==> src/rtl/sdm_tx.sv <==
`timescale 1ns / 1ps
// -----------------------------------------------------------------------------
// sdm_tx - second-order 1-bit delta-sigma modulator (bitstream source / 1-bit DAC)
//
// Signed PCM samples arrive over a valid/ready handshake into a single pending
// slot. Every OSR modulator steps the pending sample, if there is one, becomes
// the current sample. Each enabled clock (cen=1) runs one modulator step and
// emits one density-coded bit on dout.
//
// Ports:
//   clk        system clock
//   rst_n      asynchronous active-low reset
//   cen        modulator step enable (the handshake capture ignores it)
//   din        signed PCM sample, WIN bits
//   din_valid  sample offered
//   din_ready  pending slot free (combinational from register state)
//   dout       registered modulator bit
//   tick       one-cycle pulse on the step that starts a new sample period
//   underrun   one-cycle pulse when a period starts with no pending sample
//   sat        sticky flag: an integrator has saturated since reset
//
// Build option:
//   SDM_DITHER_EN  when defined, a 16-bit Fibonacci LFSR (taps 16,14,13,11,
//                  seed 0xACE1) adds +/-1 LSB to the first integrator input
//                  on every step to break idle tones. When undefined there is
//                  no LFSR and the modulator is purely deterministic.
// -----------------------------------------------------------------------------
module sdm_tx #(
    parameter int unsigned WIN  = 16,
    parameter int unsigned OSR  = 24,
    parameter int unsigned WACC = WIN + 4
) (
    input  logic           clk,
    input  logic           rst_n,
    input  logic           cen,
    input  logic [WIN-1:0] din,
    input  logic           din_valid,
    output logic           din_ready,
    output logic           dout,
    output logic           tick,
    output logic           underrun,
    output logic           sat
);

    // Phase counter width; OSR is limited to 2..256 so 8 bits always suffice.
    localparam int unsigned CW = (OSR > 1) ? $clog2(OSR) : 1;
    // Working width for the integrator sums before saturation.
    localparam int unsigned SW = WACC + 1;

    localparam logic [CW-1:0] CNT_LAST = CW'(OSR - 1);

    // +FS = 2^(WIN-1), sign-extended to the working width.
    localparam logic signed [SW-1:0] FS_POS  = {{(SW - WIN){1'b0}}, 1'b1, {(WIN - 1){1'b0}}};
    localparam logic signed [SW-1:0] FS_NEG  = -FS_POS;
    // Symmetric saturation limits +/-(2^(WACC-1)-1).
    localparam logic signed [SW-1:0] ACC_MAX = {2'b00, {(WACC - 1){1'b1}}};
    localparam logic signed [SW-1:0] ACC_MIN = {2'b11, {(WACC - 2){1'b0}}, 1'b1};

    // -------------------------------------------------------------------------
    // State
    // -------------------------------------------------------------------------
    logic [CW-1:0]          cnt_q, cnt_d;
    logic signed [WIN-1:0]  cur_q, cur_d;
    logic signed [WIN-1:0]  pend_q, pend_d;
    logic                   pend_full_q, pend_full_d;
    logic signed [WACC-1:0] int1_q, int1_d;
    logic signed [WACC-1:0] int2_q, int2_d;
    logic                   dout_q, dout_d;
    logic                   tick_q, tick_d;
    logic                   und_q, und_d;
    logic                   sat_q, sat_d;

    // -------------------------------------------------------------------------
    // Saturation helpers
    // -------------------------------------------------------------------------
    function automatic logic acc_ovf(input logic signed [SW-1:0] v);
        return (v > ACC_MAX) || (v < ACC_MIN);
    endfunction

    function automatic logic signed [WACC-1:0] acc_clip(input logic signed [SW-1:0] v);
        logic signed [SW-1:0] c;
        if (v > ACC_MAX) begin
            c = ACC_MAX;
        end else if (v < ACC_MIN) begin
            c = ACC_MIN;
        end else begin
            c = v;
        end
        return c[WACC-1:0];
    endfunction

    // -------------------------------------------------------------------------
    // Optional dither source
    // -------------------------------------------------------------------------
    logic signed [SW-1:0] dith;

`ifdef SDM_DITHER_EN
    logic [15:0] lfsr_q, lfsr_d;

    always_comb begin
        lfsr_d = lfsr_q;
        if (cen) begin
            lfsr_d = {lfsr_q[14:0], lfsr_q[15] ^ lfsr_q[13] ^ lfsr_q[12] ^ lfsr_q[10]};
        end
    end

    always_ff @(posedge clk or negedge rst_n) begin
        if (!rst_n) begin
            lfsr_q <= 16'hACE1;
        end else begin
            lfsr_q <= lfsr_d;
        end
    end

    // LSB 1 -> +1, LSB 0 -> -1 (all ones).
    assign dith = lfsr_q[0] ? {{(SW - 1){1'b0}}, 1'b1} : {SW{1'b1}};
`else
    assign dith = '0;
`endif

    // -------------------------------------------------------------------------
    // Modulator datapath (uses pre-edge dout for the feedback)
    // -------------------------------------------------------------------------
    logic                   boundary;
    logic                   xfer;
    logic signed [SW-1:0]   fb;
    logic signed [SW-1:0]   int1_ext;
    logic signed [SW-1:0]   int2_ext;
    logic signed [SW-1:0]   cur_ext;
    logic signed [SW-1:0]   sum1;
    logic signed [SW-1:0]   sum2;
    logic signed [WACC-1:0] int1_new;
    logic signed [SW-1:0]   int1_new_ext;
    logic signed [WACC-1:0] int2_new;
    logic                   ovf1;
    logic                   ovf2;

    assign boundary = cen & (cnt_q == CNT_LAST);
    assign xfer     = din_valid & ~pend_full_q;

    assign fb       = dout_q ? FS_POS : FS_NEG;
    assign int1_ext = {{(SW - WACC){int1_q[WACC-1]}}, int1_q};
    assign int2_ext = {{(SW - WACC){int2_q[WACC-1]}}, int2_q};
    assign cur_ext  = {{(SW - WIN){cur_q[WIN-1]}}, cur_q};

    // One extra bit is enough: int2 can only approach a rail while dout points
    // the feedback away from that rail, so neither sum leaves the SW-bit range.
    assign sum1         = int1_ext + cur_ext - fb + dith;
    assign ovf1         = acc_ovf(sum1);
    assign int1_new     = acc_clip(sum1);
    assign int1_new_ext = {{(SW - WACC){int1_new[WACC-1]}}, int1_new};

    assign sum2     = int2_ext + int1_new_ext - fb;
    assign ovf2     = acc_ovf(sum2);
    assign int2_new = acc_clip(sum2);

    // -------------------------------------------------------------------------
    // Next state
    // -------------------------------------------------------------------------
    always_comb begin
        cnt_d       = cnt_q;
        cur_d       = cur_q;
        pend_d      = pend_q;
        pend_full_d = pend_full_q;
        int1_d      = int1_q;
        int2_d      = int2_q;
        dout_d      = dout_q;
        sat_d       = sat_q;
        tick_d      = boundary;
        und_d       = boundary & ~pend_full_q;

        if (cen) begin
            int1_d = int1_new;
            int2_d = int2_new;
            dout_d = ~int2_new[WACC-1];
            sat_d  = sat_q | ovf1 | ovf2;
            cnt_d  = boundary ? '0 : cnt_q + CW'(1);
        end

        // Old pending moves to current before a same-edge transfer refills it.
        if (boundary && pend_full_q) begin
            cur_d       = pend_q;
            pend_full_d = 1'b0;
        end

        if (xfer) begin
            pend_d      = din;
            pend_full_d = 1'b1;
        end
    end

    always_ff @(posedge clk or negedge rst_n) begin
        if (!rst_n) begin
            cnt_q       <= '0;
            cur_q       <= '0;
            pend_q      <= '0;
            pend_full_q <= 1'b0;
            int1_q      <= '0;
            int2_q      <= '0;
            dout_q      <= 1'b0;
            tick_q      <= 1'b0;
            und_q       <= 1'b0;
            sat_q       <= 1'b0;
        end else begin
            cnt_q       <= cnt_d;
            cur_q       <= cur_d;
            pend_q      <= pend_d;
            pend_full_q <= pend_full_d;
            int1_q      <= int1_d;
            int2_q      <= int2_d;
            dout_q      <= dout_d;
            tick_q      <= tick_d;
            und_q       <= und_d;
            sat_q       <= sat_d;
        end
    end

    // -------------------------------------------------------------------------
    // Outputs
    // -------------------------------------------------------------------------
    assign din_ready = ~pend_full_q;
    assign dout      = dout_q;
    assign tick      = tick_q;
    assign underrun  = und_q;
    assign sat       = sat_q;

endmodule

==> config.mk <==
export PLATFORM = sky130hd
export DESIGN_NAME = sdm_tx
export DESIGN_NICKNAME = d
export VERILOG_FILES = /design/src/rtl/sdm_tx.sv
export SDC_FILE = /design/constraint.sdc
export NUM_CORES = 1
export LEC_CHECK = 0
export BUFFER_PORTS_ARGS = -buffer_cell sky130_fd_sc_hd__buf_4
export CORE_MARGIN = 5
export CORE_UTILIZATION = 55
export CTS_CLUSTER_DIAMETER = 200
export DETAILED_ROUTE_END_ITERATION = 6
export PLACE_DENSITY = 0.75
export RECOVER_POWER = 25
export SKIP_CTS_REPAIR_TIMING = 1
export SLEW_MARGIN = 20
export SYNTH_ARGS = -nofsm -noshare
export SYNTH_HDL_FRONTEND = slang
export SYNTH_SLANG_ARGS = --single-unit
==> constraint.sdc <==
create_clock -name clk -period 17 [get_ports clk]
set_input_delay 3.4 -clock clk [delete_from_list [all_inputs] [get_ports clk]]
set_output_delay 3.4 -clock clk [all_outputs]
set_load 0.1 [all_outputs]
==> flow_metrics.py, run 1 <==
metrics = {
    "min_path": {
        "timing.hold.worst_path_depth": 1,
        "min_from": "pend_q[5]$_DFFE_PN0P_",
        "hold_endpoint": "cur_q[5]$_DFFE_PN0P_",
        "worst_hold_path_type": "flip-flop to flip-flop",
    },
    "sta": {
        "fin_skew_ns": 0.00778,
        "post-route-min-period_ns": 8.41,
        "timing.final.ws_setup_ns": 8.59,
        "fin_setup_tns_ns": 0,
        "report.final.hold_viol_count": 0,
        "maxSlewHeadroom": -1.94,
        "timing.final.crit_share": 0.495,
        "worst_slew_pin_slew_ns": 4.40,
        "timing_max_transition_violations_final": 83,
        "final-setup-viol-count": 0,
        "timing.fmax_mhz": 119,
        "rsz0062_at_grt": "no",
    },
    "synth": {
        "area_share_of_the_largest_cell_type_after_synthesis": 0.299,
        "synth_cell_type_count": 71,
        "postSynthCellCount": 811,
        "yosysSeqAreaShare": 0.299,
        "avgSynthCellArea_um2": 8.46,
        "yosys_warnings": 0,
        "yosys_most_used_dff": "dfrtp_1",
        "synth.cells.most_frequent": "inv_1 (140), dfrtp_1 (82), a21oi_1 (78)",
        "synth_seq_cells": 82,
        "yosysMostFrequentCell": "inv_1",
        "synthesis.nets": 909,
        "syn_area_um2": 6860,
        "async_flop_share": 1.00,
        "synth_enable_flop_cells": 0,
        "netlist_top_cells_area": "dfrtp_1 (30%), ha_1 (13%), inv_1 (7.7%), mux2_2 (6.2%), a21oi_1 (5.7%)",
        "yosysTopAreaCell": "dfrtp_1",
    },
    "setup_path": {
        "timing.critical_path.mode_cell": "o21ai_0",
        "slowest_delay_ns": 0.66,
        "r2r_setup_slack_ns": 8.59,
        "cp_data_arrival_time_ns": 8.65,
        "critical_path.reg2reg.startpoint": "dout$_DFFE_PN0P_",
        "worstSetupStartpoint": "dout$_DFFE_PN0P_",
        "cp_data_required_time_ns": 17.24,
        "worstSetupStartpointType": "flip-flop",
        "crit_path_max_fanout": 14,
        "regToRegEndpoint": "int2_q[18]$_DFFE_PN0P_",
        "critical-path-slowest-cell": "nor4b_1",
        "setup.worst_path.end_class": "flip-flop",
        "worst-r2r-cell-count": 29,
        "timing_worst_setup_path_type": "flip-flop to flip-flop",
    },
    "route": {
        "starting_drc_count_in_detailed_routing": 444,
        "via_count": 5788,
        "final_antenna_net_count": 0,
        "drcViolationCount": 0,
        "drt_first_pass_iters": 5,
        "drt-vias-per-instance": 5.82,
        "mean_routed_wirelength_per_cell_um": 16.4,
        "detail_route.wirelength_um": 16300,
    },
    "clock_tree": {
        "numCtsBuffers": 9,
        "cts.path.max_buffers": 2,
        "cts_root_buffer": "clkbuf_16",
        "clk_pin_slew_ns": 0.06,
        "htree_depth": 3,
        "cts_tree": "done",
        "insertion_delay_ns": 0.35,
        "cts_num_sinks": 82,
    },
    "global_route": {
        "grt_pass1_vias": 5573,
        "grt_start_max_net_pins": 83,
        "initial_antenna_violation_count": 0,
        "groute.usage.overall": 0.229,
        "global_route_wire_length_before_repair_um": 27100,
        "grt_remaining_overflow": 0,
    },
    "status": {
        "violations": "max-capacitance violations, max-slew violations",
        "run_status": "finished with violations",
    },
    "layout": {
        "flow.area_growth_from_synthesis_pct": 8.79,
        "sequential_cell_area_um2": 2050,
        "final.fill_count": 1064,
        "multi_input_area_um2": 4160,
        "ant_cells": 0,
        "final_layout_size_suffix_gt1_frac": 0.117,
        "fin_nets": 919,
    },
    "place": {
        "port_buffers": 24,
        "dp_worst_setup_slack_ns": 8.81,
        "place_hpwl_um": 12600,
        "routabilityCongestion": 0.893,
    },
    "die": {
        "initial_utilization": 0.566,
        "io_pins": 25,
        "die_x_um": 122,
        "core_um2": 12100,
        "die-height_um": 122,
        "design.die.area_um2": 14800,
        "placementRows": 40,
    },
    "run": {
        "max_cap_violations": 1,
    },
}
[critical path: cells and delay by family (launching register included)]
kind / cells / cell delay, ns
simple gates: 10 / 2.81
fa+ha+maj: 4 / 1.47
xor+xnor: 1 / 0.19
buf+inv: 3 / 0.37
flops: 1 / 0.59
compound gates: 11 / 2.86
[sequential cells by signal, summed over array words and instances, names as in the netlist]
name	count
int2_q	20
cur_q	16
pend_full_q	1
pend_q	16
cnt_q	5
tick	1
dout	1
sat	1
int1_q	20
underrun	1
[cells by family after synthesis]
| logic type | after synthesis | synth area share |
|---|---|---|
| XOR/XNOR | 28 | 0.0357 |
| buffers and inverters | 170 | 0.0945 |
| flip-flops | 82 | 0.299 |
| AND/OR/NAND/NOR | 184 | 0.139 |
| AO/OA/AOI/OAI | 222 | 0.206 |
| multiplexers | 40 | 0.0653 |
| adder cells (fa/ha/maj) | 85 | 0.161 |
[cell usage in the layout, fill, tap and decap left out, types with 5 or more instances in the layout]
master	count
a21oi_1	78
nor3_1	13
xor2_1	10
buf_4	27
xnor2_1	18
maj3_1	7
nor2_1	51
nor2b_1	9
nor3b_1	6
nand3_1	17
a21o_1	6
nand2_1	32
and3_1	6
ha_1	70
clkbuf_16	9
o21ai_0	45
fa_1	8
inv_1	140
mux2_2	38
nand4_1	5
dfrtp_1	82
and2_1	6
nand2b_1	8
o21a_1	9
o22ai_1	16
a211oi_1	5
or3_1	8
a31oi_1	7
o31ai_1	5
[metal layers]
layer / vias up / routed length, µm / GRT usage
met5: - / 0 / 0
met4: 0 / 320 / 0.0700
met3: 23 / 770 / 0.0432
met2: 165 / 7630 / 0.373
met1: 2750 / 7590 / 0.310
li1: 2850 / - / -
[final cells by class]
type / instances / share of cell area
Multi-Input combinational cell: 559 / 0.557
Sequential cell: 82 / 0.275
Clock inverter: 6 / 0.00989
Tap cell: 168 / 0.0282
Timing Repair Buffer: 28 / 0.0277
Inverter: 141 / 0.0712
Clock buffer: 10 / 0.0307
[per-stage QoR]
| stage | cell area [µm²] | hold WS, ns | util | std cells |
|---|---|---|---|---|
| after floorplan | 6860 | 0.455 | - | 811 |
| after global placement | 7160 | 0.476 | 0.592 | 978 |
| after detailed placement | 7160 | 0.490 | 0.592 | 978 |
| after CTS | 7470 | 0.505 | 0.617 | 994 |
| after global routing | 7460 | 0.520 | 0.616 | 994 |
| final | 7460 | 0.503 | 0.616 | 994 |
[worst max path at each step]
stage / endpoint / slack [ns] / cells after the start
after floorplan: int2_q[0]$_DFFE_PN0P_ / 9.50 / 30
after global placement: int2_q[18]$_DFFE_PN0P_ / 8.88 / 29
after detailed placement: int2_q[18]$_DFFE_PN0P_ / 8.81 / 29
after CTS: int2_q[18]$_DFFE_PN0P_ / 8.73 / 29
after global routing: int2_q[18]$_DFFE_PN0P_ / 7.93 / 29
final: int2_q[18]$_DFFE_PN0P_ / 8.59 / 29
Power of run 1 is not shown: default switching activity piles up to over one toggle a cycle in this logic, so the estimate is an artifact.
==> run 2: changes to the inputs <==
Settings changed: PLACE_DENSITY 0.75 to 0.78.
Clock period 17 ns to 7.5 ns, I/O delays scaled along.
==> flow_metrics.py, run 2 (synthesis results as in run 1) <==
metrics = {
    "clock_tree": {
        "clk_pin_slew_ns": 0.07,
        "numCtsBuffers": 9,
        "cts_tree": "done",
        "htree_depth": 3,
        "cts_root_buffer": "clkbuf_16",
        "cts_num_sinks": 82,
        "cts.path.max_buffers": 2,
        "insertion_delay_ns": 0.36,
    },
    "layout": {
        "final_layout_size_suffix_gt1_frac": 0.141,
        "layout.cells.most_common": "inv_1",
        "mostFrequentLayoutCells": "inv_1 (140), dfrtp_1 (82), a21oi_1 (77)",
        "final.fill_count": 1089,
        "flow.area_growth_from_synthesis_pct": 10.7,
        "largestRegisters": "int1_q (20), int2_q (20)",
        "fin_nets": 929,
        "ant_cells": 0,
    },
    "status": {
        "violations": "max-capacitance violations, max-slew violations",
        "run_status": "finished with violations",
    },
    "sta": {
        "final-setup-viol-count": 0,
        "report.final.hold_viol_count": 0,
        "rsz0062_at_grt": "yes",
        "maxSlewHeadroom": -2.03,
        "timing_max_transition_violations_final": 83,
        "fin_setup_tns_ns": 0,
        "fin_skew_ns": 0.0102,
        "timing.final.crit_share": 0.949,
        "hold-worst-slack_ns": 0.496,
        "timing.final.ws_setup_ns": 0.386,
        "timing.fmax_mhz": 141,
        "post-route-min-period_ns": 7.11,
        "worst_slew_pin_slew_ns": 4.54,
    },
    "global_route": {
        "groute.usage.overall": 0.240,
        "grt_pass1_vias": 5832,
        "global_route_wire_length_before_repair_um": 28400,
        "grt_start_max_net_pins": 83,
        "grt_remaining_overflow": 0,
        "initial_antenna_violation_count": 0,
    },
    "setup_path": {
        "critical_path.reg2reg.startpoint": "int1_q[8]$_DFFE_PN0P_",
        "worstSetupStartpointType": "flip-flop",
        "timing_worst_setup_path_type": "flip-flop to flip-flop",
        "regToRegEndpoint": "int2_q[18]$_DFFE_PN0P_",
        "r2r_setup_slack_ns": 0.39,
        "setup.worst_path.end_class": "flip-flop",
        "worst-r2r-cell-count": 31,
        "cp_data_arrival_time_ns": 7.36,
        "cp_data_required_time_ns": 7.74,
        "slowest_delay_ns": 0.54,
        "crit_path_max_fanout": 8,
        "critical-path-slowest-cell": "or4_1",
    },
    "route": {
        "mean_routed_wirelength_per_cell_um": 16.7,
        "final_antenna_net_count": 0,
        "via_count": 5899,
        "drt_first_pass_iters": 4,
        "starting_drc_count_in_detailed_routing": 434,
        "drcViolationCount": 0,
        "drt-vias-per-instance": 5.88,
        "detail_route.wirelength_um": 16800,
    },
    "min_path": {
        "timing.hold.worst_path_depth": 1,
        "hold_endpoint": "cnt_q[2]$_DFFE_PN0P_",
        "min_from": "cnt_q[2]$_DFFE_PN0P_",
        "worst_hold_path_type": "flip-flop to flip-flop",
    },
    "place": {
        "port_buffers": 24,
        "routabilityCongestion": 0.887,
        "dp_worst_setup_slack_ns": 0.147,
        "place_hpwl_um": 12600,
    },
    "die": {
        "design.die.area_um2": 14800,
        "die_x_um": 122,
        "initial_utilization": 0.566,
        "die-height_um": 122,
        "io_pins": 25,
        "placementRows": 40,
        "core_um2": 12100,
    },
    "run": {
        "max_cap_violations": 1,
    },
}
-- run 2: cell type report --
type	count	area, µm²	area share
clock buffers	9	225	0.0296
clock inverters	7	82.6	0.0109
inverters	141	532	0.0700
multi-input cells	559	4210	0.555
flip-flops and latches	82	2050	0.270
well taps	168	210	0.0277
repair buffers	38	282	0.0371
-- run 2: worst max-delay path by stage --
| stage | start | endpoint | slack [ns] | cells past startpoint |
|---|---|---|---|---|
| after floorplan | dout$_DFFE_PN0P_ | int2_q[0]$_DFFE_PN0P_ | 0.003 | 30 |
| after global placement | int1_q[8]$_DFFE_PN0P_ | int2_q[0]$_DFFE_PN0P_ | 0.41 | 31 |
| after detailed placement | int1_q[8]$_DFFE_PN0P_ | int2_q[18]$_DFFE_PN0P_ | 0.15 | 31 |
| after CTS | int1_q[8]$_DFFE_PN0P_ | int2_q[18]$_DFFE_PN0P_ | 0.09 | 31 |
| after global routing | int1_q[8]$_DFFE_PN0P_ | int2_q[8]$_DFFE_PN0P_ | -0.05 | 28 |
| final | int1_q[8]$_DFFE_PN0P_ | int2_q[18]$_DFFE_PN0P_ | 0.39 | 31 |
-- run 2: through the flow --
| stage | std cells | instance area [µm²] | utilization |
|---|---|---|---|
| after detailed placement | 987 | 7230 | 0.597 |
| after floorplan | 811 | 6860 | - |
| final | 1004 | 7600 | 0.627 |
| after global routing | 1004 | 7600 | 0.627 |
| after CTS | 1003 | 7540 | 0.623 |
| after global placement | 987 | 7230 | 0.597 |
-- run 2: critical path: cells and delay by family (launching register included) --
family                     cells  cell delay, ns
buffers and inverters          3            0.16
and+or+nand+nor               13            2.78
AOI/OAI and AO/OA             11            2.51
DFF                            1            0.37
adders and majority gates      4            1.17
-- run 2: metal layers --
| metal | up-vias | share of wire | wire length [µm] | global-route usage |
|---|---|---|---|---|
| li1 | 2853 | - | - | - |
| met1 | 2832 | 0.44 | 7440 | 0.314 |
| met2 | 178 | 0.49 | 8170 | 0.405 |
| met3 | 36 | 0.050 | 842 | 0.0418 |
| met4 | 0 | 0.021 | 355 | 0.0770 |
| met5 | - | 0 | 0 | 0 |
Power of run 2 is left out for the same reason.
==> run 3: changes to the inputs <==
Clock period 7.5 ns to 5.7 ns, I/O delays scaled along.
==> flow_metrics.py, run 3 (synthesis results as in run 1) <==
metrics = {
    "status": {
        "run_status": "finished with violations",
        "violations": "max-capacitance violations, max-slew violations, negative setup slack",
    },
    "clock_tree": {
        "cts.path.max_buffers": 2,
        "cts_tree": "done",
        "cts_num_sinks": 82,
        "insertion_delay_ns": 0.36,
        "numCtsBuffers": 9,
        "clk_pin_slew_ns": 0.07,
        "htree_depth": 3,
        "cts_root_buffer": "clkbuf_16",
    },
    "route": {
        "detail_route.wirelength_um": 20200,
        "drt_first_pass_iters": 6,
        "drt-vias-per-instance": 5.76,
        "final_antenna_net_count": 0,
        "route.layer.met1.wl_um": 8510,
        "via_count": 6984,
        "starting_drc_count_in_detailed_routing": 563,
        "met2_wire_length_um": 9870,
        "dr.max_layer_used": "met4",
        "drcViolationCount": 0,
        "wl_met3_um": 1050,
        "mean_routed_wirelength_per_cell_um": 16.6,
    },
    "global_route": {
        "grt_pass1_vias": 6892,
        "initial_antenna_violation_count": 0,
        "global_route_wire_length_before_repair_um": 32300,
        "groute.usage.overall": 0.271,
        "grt_start_max_net_pins": 83,
        "grt_remaining_overflow": 0,
    },
    "sta": {
        "timing_max_transition_violations_final": 83,
        "fin_skew_ns": 0.00966,
        "worst_slew_pin_slew_ns": 4.33,
        "report.final.hold_viol_count": 0,
        "timing.final.ws_setup_ns": -1.09,
        "post-route-min-period_ns": 6.79,
        "maxSlewHeadroom": -1.89,
        "rsz0062_at_grt": "yes",
        "final-setup-viol-count": 22,
        "timing.fmax_mhz": 147,
        "timing.final.crit_share": 1.19,
    },
    "die": {
        "io_pins": 25,
        "core_um2": 12100,
        "die_x_um": 122,
        "die-height_um": 122,
        "placementRows": 40,
        "design.die.area_um2": 14800,
        "initial_utilization": 0.566,
    },
    "place": {
        "place_hpwl_um": 14900,
        "post_dp_cell_area_um2": 8820,
        "routabilityCongestion": 0.945,
        "port_buffers": 24,
        "dp_cells": 1180,
    },
    "layout": {
        "mostFrequentLayoutCells": "buf_4 (243), inv_1 (132), dfrtp_1 (81)",
        "final_layout_size_suffix_gt1_frac": 0.366,
        "final_core_utilization": 0.785,
        "multi_input_area_um2": 4540,
        "largestRegisters": "int1_q (20), int2_q (20)",
        "finish.cell_count_without_fillers": 1213,
        "stdcell_area_um2": 9510,
        "flow.area_growth_from_synthesis_pct": 38.6,
        "fin_nets": 1138,
        "layout.cells.most_common": "buf_4",
        "ant_cells": 0,
        "final.fill_count": 766,
        "sequential_cell_area_um2": 2060,
    },
    "setup_path": {
        "setup.worst_path.end_class": "flip-flop",
        "timing.critical_path.max_delay_family": "compound AO/OA/AOI/OAI gates",
        "crit_path_max_fanout": 6,
        "cp_data_arrival_time_ns": 7.03,
        "cp_data_required_time_ns": 5.94,
        "critical-path-slowest-cell": "or4_4",
        "slowest_delay_ns": 0.53,
        "worstPathBufferInverterCount": 3,
        "worstSetupStartpointType": "flip-flop",
        "timing.critical_path.mode_cell": "ha_4",
        "r2r_setup_slack_ns": -1.09,
        "timing_worst_setup_path_type": "flip-flop to flip-flop",
    },
    "min_path": {
        "worst_hold_path_type": "flip-flop to flip-flop",
    },
    "run": {
        "max_cap_violations": 1,
    },
}
## run 3: cell types whose count changed in the layout (fill, tap and decap cells not counted), sizes merged
cell	previous run	this run
buf	37	246
inv	144	146
bufinv	1	0
clkinvlp	2	1
## run 3: metal layers
| layer | global-route usage | vias up |
|---|---|---|
| met3 | 0.0464 | 63 |
| met1 | 0.348 | 3383 |
| met2 | 0.455 | 247 |
| met4 | 0.109 | 0 |
| met5 | 0 | - |
| li1 | - | 3291 |
## run 3: through the flow
step	setup WS (ns)	hold slack, ns	setup TNS [ns]
6_report	-1.09	0.503	-18.27
5_1_grt	-1.34	0.524	-24.55
4_1_cts	-1.13	0.507	-18.98
3_5_place_dp	-1.09	0.492	-17.96
3_3_place_gp	-0.777	0.474	-11.79
2_1_floorplan	-0.651	0.455	-9.28
## run 3: worst paths after layout
path,depth (start not counted),end,start
setup reg to reg,29,int2_q[18]$_DFFE_PN0P_,int1_q[9]$_DFFE_PN0P_
setup / recovery,29,int2_q[18]$_DFFE_PN0P_,int1_q[9]$_DFFE_PN0P_
hold reg to reg,1,cur_q[12]$_DFFE_PN0P_,pend_q[12]$_DFFE_PN0P_
hold / removal,1,cur_q[12]$_DFFE_PN0P_,pend_q[12]$_DFFE_PN0P_
max in group asynchronous,1,dout$_DFFE_PN0P_,rst_n
min in group asynchronous,1,int2_q[8]$_DFFE_PN0P_,rst_n
## run 3: final cells by class
class                      instances  area share
tap                              168      0.0221
timing repair buffer             247       0.197
sequential                        82       0.216
multi-input combinational        559       0.478
clock buffer                       9      0.0237
inverter                         141      0.0562
clock inverter                     7     0.00711
Power of run 3 is left out for the same reason.
